File: src/rtl/peri_pkg.sv
// Shared definitions for the column-group periphery node: default widths,
// index-width helper and the field layout of the stored FIFO word.
package peri_pkg;

    localparam int unsigned DATA_W_DEF = 26;
    localparam int unsigned TS_W_DEF   = 9;

    // Stored word is {addr, col_idx, data}; data sits at the bottom.
    localparam int unsigned DATA_LSB = 0;

    // Index width that never collapses to zero for tiny column counts.
    function automatic int unsigned clog2_min1(input int unsigned n);
        return (n <= 2) ? 1 : $clog2(n);
    endfunction

    function automatic int unsigned idx_lsb(input int unsigned data_w);
        return data_w;
    endfunction

    function automatic int unsigned addr_lsb(input int unsigned data_w,
                                             input int unsigned idx_w);
        return data_w + idx_w;
    endfunction

endpackage

File: src/rtl/peri_sync_fifo.sv
// First-word-fall-through synchronous FIFO. Push and pop are qualified
// internally so a pop on empty is ignored and a push on full only lands
// when a pop frees the slot in the same cycle.
module peri_sync_fifo #(
    parameter int unsigned WIDTH = 8,
    parameter int unsigned DEPTH = 8
) (
    input  logic                     clk_40MHz,
    input  logic                     rst_n,
    input  logic                     i_push,
    input  logic                     i_pop,
    input  logic [WIDTH-1:0]         i_wdata,
    output logic [WIDTH-1:0]         o_rdata,
    output logic                     o_full,
    output logic                     o_empty,
    output logic [$clog2(DEPTH):0]   o_fill
);

    localparam int unsigned PTR_W = $clog2(DEPTH);

    logic [WIDTH-1:0] r_mem [DEPTH];
    logic [PTR_W-1:0] r_wptr;
    logic [PTR_W-1:0] r_rptr;
    logic [PTR_W:0]   r_fill;

    logic w_pop;
    logic w_push;

    assign o_empty = (r_fill == '0);
    assign o_full  = (r_fill == (PTR_W + 1)'(DEPTH));
    assign o_fill  = r_fill;
    assign w_pop   = i_pop & ~o_empty;
    assign w_push  = i_push & (~o_full | w_pop);

    // Head is shown directly; zero while empty so stale entries never leak.
    assign o_rdata = o_empty ? '0 : r_mem[r_rptr];

    // Pointer and occupancy bookkeeping; pointers wrap naturally (power-of-two depth).
    always_ff @(posedge clk_40MHz or negedge rst_n) begin
        if (!rst_n) begin
            r_wptr <= '0;
            r_rptr <= '0;
            r_fill <= '0;
        end else begin
            if (w_push) begin
                r_wptr <= r_wptr + 1'b1;
            end
            if (w_pop) begin
                r_rptr <= r_rptr + 1'b1;
            end
            if (w_push && !w_pop) begin
                r_fill <= r_fill + 1'b1;
            end else if (w_pop && !w_push) begin
                r_fill <= r_fill - 1'b1;
            end
        end
    end

    // Storage array; contents are logically cleared by the pointer reset.
    always_ff @(posedge clk_40MHz) begin
        if (w_push) begin
            r_mem[r_wptr] <= i_wdata;
        end
    end

endmodule

File: src/rtl/column_group_peri_arb.sv
// Column-group periphery node: round-robin arbitration of N_COL
// end-of-column words into one shared FWFT FIFO, plus the shared timestamp
// bus and a congestion flag for upstream throttling.
module column_group_peri_arb
    import peri_pkg::*;
#(
    parameter int unsigned N_COL      = 4,
    parameter int unsigned DATA_W     = DATA_W_DEF,
    parameter int unsigned TS_W       = TS_W_DEF,
    parameter int unsigned ADDR_W     = 1,
    parameter int unsigned FIFO_DEPTH = 8,
    parameter int unsigned AF_THRESH  = 6
) (
    input  logic                                          clk_40MHz,
    input  logic                                          rst_n,
    input  logic [N_COL*DATA_W-1:0]                       i_col_data,
    input  logic [N_COL-1:0]                              i_col_valid,
    input  logic                                          i_push_flag,
    input  logic [ADDR_W-1:0]                             i_addr_config,
    input  logic                                          i_shakehands_next,
    output logic [N_COL-1:0]                              o_col_ack,
    output logic [TS_W-1:0]                               o_timestamp,
    output logic [ADDR_W+clog2_min1(N_COL)+DATA_W-1:0]    o_fifo_data,
    output logic                                          o_empty,
    output logic                                          o_full,
    output logic                                          o_congested,
    output logic [$clog2(FIFO_DEPTH):0]                   o_fill
);

    localparam int unsigned IDX_W    = clog2_min1(N_COL);
    localparam int unsigned OUT_W    = ADDR_W + IDX_W + DATA_W;
    localparam int unsigned FILL_W   = $clog2(FIFO_DEPTH) + 1;
    localparam int unsigned IDX_LSB  = idx_lsb(DATA_W);
    localparam int unsigned ADDR_LSB = addr_lsb(DATA_W, IDX_W);

    logic [TS_W-1:0]   r_timestamp;
    logic [IDX_W-1:0]  r_rr_ptr;

    logic [DATA_W-1:0] w_col_word [N_COL];
    logic              w_found;
    logic [IDX_W-1:0]  w_cand;
    logic [DATA_W-1:0] w_cand_data;
    logic [IDX_W:0]    w_scan_sum;
    logic [IDX_W-1:0]  w_rr_next;
    logic              w_pop;
    logic              w_space;
    logic              w_grant;
    logic [OUT_W-1:0]  w_wdata;

    // Split the flat column bus into per-column words.
    for (genvar g = 0; g < N_COL; g++) begin : g_col_split
        assign w_col_word[g] = i_col_data[g*DATA_W +: DATA_W];
    end

    // Round-robin scan: first valid column at or above rr_ptr, modulo N_COL.
    always_comb begin
        w_found     = 1'b0;
        w_cand      = '0;
        w_cand_data = '0;
        w_scan_sum  = '0;
        for (int k = 0; k < int'(N_COL); k++) begin
            w_scan_sum = {1'b0, r_rr_ptr} + (IDX_W + 1)'(k);
            if (w_scan_sum >= (IDX_W + 1)'(N_COL)) begin
                w_scan_sum = w_scan_sum - (IDX_W + 1)'(N_COL);
            end
            if (!w_found && i_col_valid[w_scan_sum[IDX_W-1:0]]) begin
                w_found     = 1'b1;
                w_cand      = w_scan_sum[IDX_W-1:0];
                w_cand_data = w_col_word[w_scan_sum[IDX_W-1:0]];
            end
        end
    end

    // A full FIFO still accepts a word when the same cycle pops one.
    assign w_pop     = i_shakehands_next & ~o_empty;
    assign w_space   = ~o_full | w_pop;
    assign w_grant   = i_push_flag & w_found & w_space;
    assign w_rr_next = (w_cand == IDX_W'(N_COL - 1)) ? '0 : w_cand + 1'b1;

    // One-hot handshake back to the granted column.
    always_comb begin
        o_col_ack = '0;
        if (w_grant) begin
            o_col_ack[w_cand] = 1'b1;
        end
    end

    // Assemble the stored word {addr, col_idx, data}.
    always_comb begin
        w_wdata                              = '0;
        w_wdata[DATA_LSB +: DATA_W]          = w_cand_data;
        w_wdata[IDX_LSB +: IDX_W]            = w_cand;
        w_wdata[ADDR_LSB +: ADDR_W]          = i_addr_config;
    end

    // Free-running timestamp and the round-robin pointer, which moves only on a grant.
    always_ff @(posedge clk_40MHz or negedge rst_n) begin
        if (!rst_n) begin
            r_timestamp <= '0;
            r_rr_ptr    <= '0;
        end else begin
            r_timestamp <= r_timestamp + 1'b1;
            if (w_grant) begin
                r_rr_ptr <= w_rr_next;
            end
        end
    end

    assign o_timestamp = r_timestamp;

    peri_sync_fifo #(
        .WIDTH (OUT_W),
        .DEPTH (FIFO_DEPTH)
    ) u_fifo (
        .clk_40MHz (clk_40MHz),
        .rst_n     (rst_n),
        .i_push    (w_grant),
        .i_pop     (i_shakehands_next),
        .i_wdata   (w_wdata),
        .o_rdata   (o_fifo_data),
        .o_full    (o_full),
        .o_empty   (o_empty),
        .o_fill    (o_fill)
    );

    assign o_congested = (o_fill >= FILL_W'(AF_THRESH));

endmodule

File: config.mk
export PLATFORM = sky130hd
export DESIGN_NAME = column_group_peri_arb
export DESIGN_NICKNAME = d
export VERILOG_FILES = /design/src/rtl/peri_pkg.sv /design/src/rtl/peri_sync_fifo.sv /design/src/rtl/column_group_peri_arb.sv
export SDC_FILE = /design/constraint.sdc
export NUM_CORES = 1
export LEC_CHECK = 0
export ABC_AREA = 1
export CAP_MARGIN = 20
export CORE_UTILIZATION = 30
export CTS_CLUSTER_DIAMETER = 200
export DETAILED_ROUTE_END_ITERATION = 10
export REMOVE_ABC_BUFFERS = 1
export SLEW_MARGIN = 20
export SYNTH_ARGS = -nofsm -noshare
export SYNTH_HDL_FRONTEND = slang
export SYNTH_HIERARCHICAL = 1
export SYNTH_SLANG_ARGS = --single-unit
File: constraint.sdc
create_clock -name clk_40MHz -period 6.6 [get_ports clk_40MHz]
set_clock_uncertainty 0.15 [all_clocks]
set_input_delay 1.32 -clock clk_40MHz [delete_from_list [all_inputs] [get_ports clk_40MHz]]
set_output_delay 1.32 -clock clk_40MHz [all_outputs]
set_load 0.01 [all_outputs]
==> impl_metrics.env <==
export IMPL_grt_overflow=0
export IMPL_crit_arrival_ns=4.30
export IMPL_layout_cells_non_filler=2657
export IMPL_cts_max_path_buffers=3
export IMPL_synth_edf_count=232
export IMPL_fp_dieH_um=223.3
export IMPL_insertedDiodeCount=0
export IMPL_io_buffer_count=161
export IMPL_clock_latency_ns=0.54
export IMPL_finish_net_count=2146
export IMPL_final_common_cell="nand2_1"
export IMPL_cts_buffers=28
export IMPL_clk_pin_slew_ns=0.06
export IMPL_ant_nets=0
export IMPL_route_detailed_drc=0
export IMPL_die_w_um=223.3
export IMPL_syn_inst=1917
export IMPL_startpoint_type="input port"
export IMPL_core_um2=48050
export IMPL_htreeDepth=1
export IMPL_yosysSeqAreaShare_pct=50.98
export IMPL_numPlacedInstances=2607
export IMPL_utilization_pct=36.66
export IMPL_hp_class="register to register"
export IMPL_dpl_instance_area_um2=16750
export IMPL_first_global_vias=11660
export IMPL_cts_tree="built"
export IMPL_grt_max_degree=79
export IMPL_postLayoutCellArea_um2=17620
export IMPL_synthFlopType="edfxtp_1"
export IMPL_async_reset_ff_share_pct=8.300
export IMPL_yosys_cell_types_count=32
export IMPL_slew_viol_final=0
export IMPL_rows=80
export IMPL_start_util_pct=30.59
export IMPL_layout_drive_gt1_share_pct=4.701
export IMPL_synth_area_per_cell_um2=7.666
export IMPL_firstDrtPassIters=7
export IMPL_crit_type="input port to output port"
export IMPL_netlist_area_um2=14700
export IMPL_postCtsSetupBuffers=0
export IMPL_status="complete, no violations"
export IMPL_fmax_mhz=173.2
export IMPL_antenna_found_initial=0
export IMPL_ctsHoldBuffers=0
export IMPL_grt_first_pass_wirelength_mm=64.56
export IMPL_worst_pin_slew_ns=1.056
export IMPL_p_per_area_nw_per_um2=527.0
export IMPL_end_kind="output port"
export IMPL_rsz0062_at_grt="false"
export IMPL_die_area_um2=49880
export IMPL_final_cell_mix="nand2_1 (745), inv_1 (308), edfxtp_1 (232)"
export IMPL_vias=12350
export IMPL_dp_hpwl_mm=26.85
export IMPL_ctsResizeCount=0
export IMPL_vias_per_cell=4.650
export IMPL_period_share_pct=87.49
export IMPL_syn_to_final_growth_pct=19.86
export IMPL_yosysWarnings=6
export IMPL_required_ns=5.13
export IMPL_ir_drop_v=0.0002833
export IMPL_cts_num_sinks=253
export IMPL_track_usage_pct=16.53
export IMPL_cts_root_buffer="clkbuf_16"
export IMPL_setup_viol=0
export IMPL_ios=162
export IMPL_wl_per_cell_um=15.56
export IMPL_hold_violations=0
export IMPL_power_leakage_nw=8.021
export IMPL_critPathMaxFanout=19
export IMPL_max_cap_viol_count=0
export IMPL_ys_ff_latch=253
export IMPL_drt_iter0_markers=935
export IMPL_fin_crit_ns=5.774
export IMPL_wl_mm=41.34
export IMPL_globalplace_congestion=0.7878
export IMPL_slew_headroom_pct=29.61
[Yosys cell counts (10+ instances only)]
cell type	count	area (um2)
nand2_1	747	2804
buf_2	45	225.2
dfrtp_1	21	525.5
nand3_1	157	785.8
o21ai_1	55	275.3
edfxtp_1	232	6967
clkbuf_1	47	176.4
o21ai_0	105	525.5
nand4_1	53	331.6
buf_6	13	146.4
nor2_1	69	259.0
inv_1	310	1164
ha_1	10	125.1
[routing by layer]
layer / vias up / GRT usage (%) / share of wire, %
met2: 363 / 28.60 / 48
met1: 5679 / 22.28 / 45
met4: 0 / 4.043 / 1.9
met3: 56 / 1.383 / 5.5
li1: 6256 / - / -
met5: - / 0 / 0
[layout make-up]
cell class                      count  area [um2]
Clock buffer                       41       770.7
Tap cell                          615       769.5
Clock inverter                      9       102.6
Sequential cell                   253        7501
Fill cell                        4903       30430
Inverter                          317        1195
Timing Repair Buffer              187        1802
Multi-Input combinational cell   1235        5475
[path summary, 6_finish.rpt]
path	slack, ns	startpoint	cells past startpoint	end
max	0.83	i_col_valid[3]	14	o_col_ack[1]
min	0.33	o_timestamp[8]	1	o_timestamp[8]
max reg2reg	2.06	r_rr_ptr[1]	21	u_fifo/o_fill[3]
min reg2reg	0.33	o_timestamp[8]	1	o_timestamp[8]
max in group asynchronous	5.33	rst_n	1	u_fifo/r_rptr[0]
min in group asynchronous	0.59	rst_n	1	o_timestamp[2]
[kinds of logic after synthesis]
kind of cell / share of synthesized area [%]
AOI/OAI and AO/OA: 5.815
xor gates and xnor gates: 0.7747
adders and majority gates: 0.9876
buffers and inverters: 12.11
DFF: 50.98
and+or+nand+nor: 29.34
[worst max-delay path, cell delays in order]
cell	delay, ns
clkdlybuf4s50_1	0.49
inv_1	0.06
nand2_1	0.08
nand3_1	0.09
nand2_1	0.11
clkinv_1	0.33
buf_4	0.36
nand3_1	0.13
nor2_1	0.05
nor2_1	0.27
ha_1	0.20
inv_1	0.04
nor2_1	0.18
clkdlybuf4s50_1	0.58
[through the flow]
step	hold slack [ns]	setup TNS, ns	setup WS, ns	total power (W)
finish	0.3321	0	0.8258	0.009283
global route	0.3613	0	0.6232	0.01001
CTS	0.3294	0	0.8543	0.009344
detailed placement	0.3215	0	0.8839	0.007848
global placement	0.3095	0	0.8775	0.007718
floorplan	0.3494	-67.71	-0.2919	0.005891
[power by group]
| part | internal (W) | switching, W | total (W) | leakage (nW) |
|---|---|---|---|---|
| clock | 0.000884 | 0.000608 | 0.00149 | 0.419 |
| combinational | 0.00151 | 0.00334 | 0.00485 | 5.23 |
| sequential | 0.00271 | 0.000224 | 0.00294 | 2.37 |
[sequential cells by signal, summed over array words and instances, names as in the netlist]
signal,count
u_fifo/o_fill,4
u_fifo/r_rptr,3
o_timestamp,9
r_rr_ptr,2
u_fifo/r_wptr,3
u_fifo/r_mem,232
No activity file was read; power rests on OpenSTA's default activity.
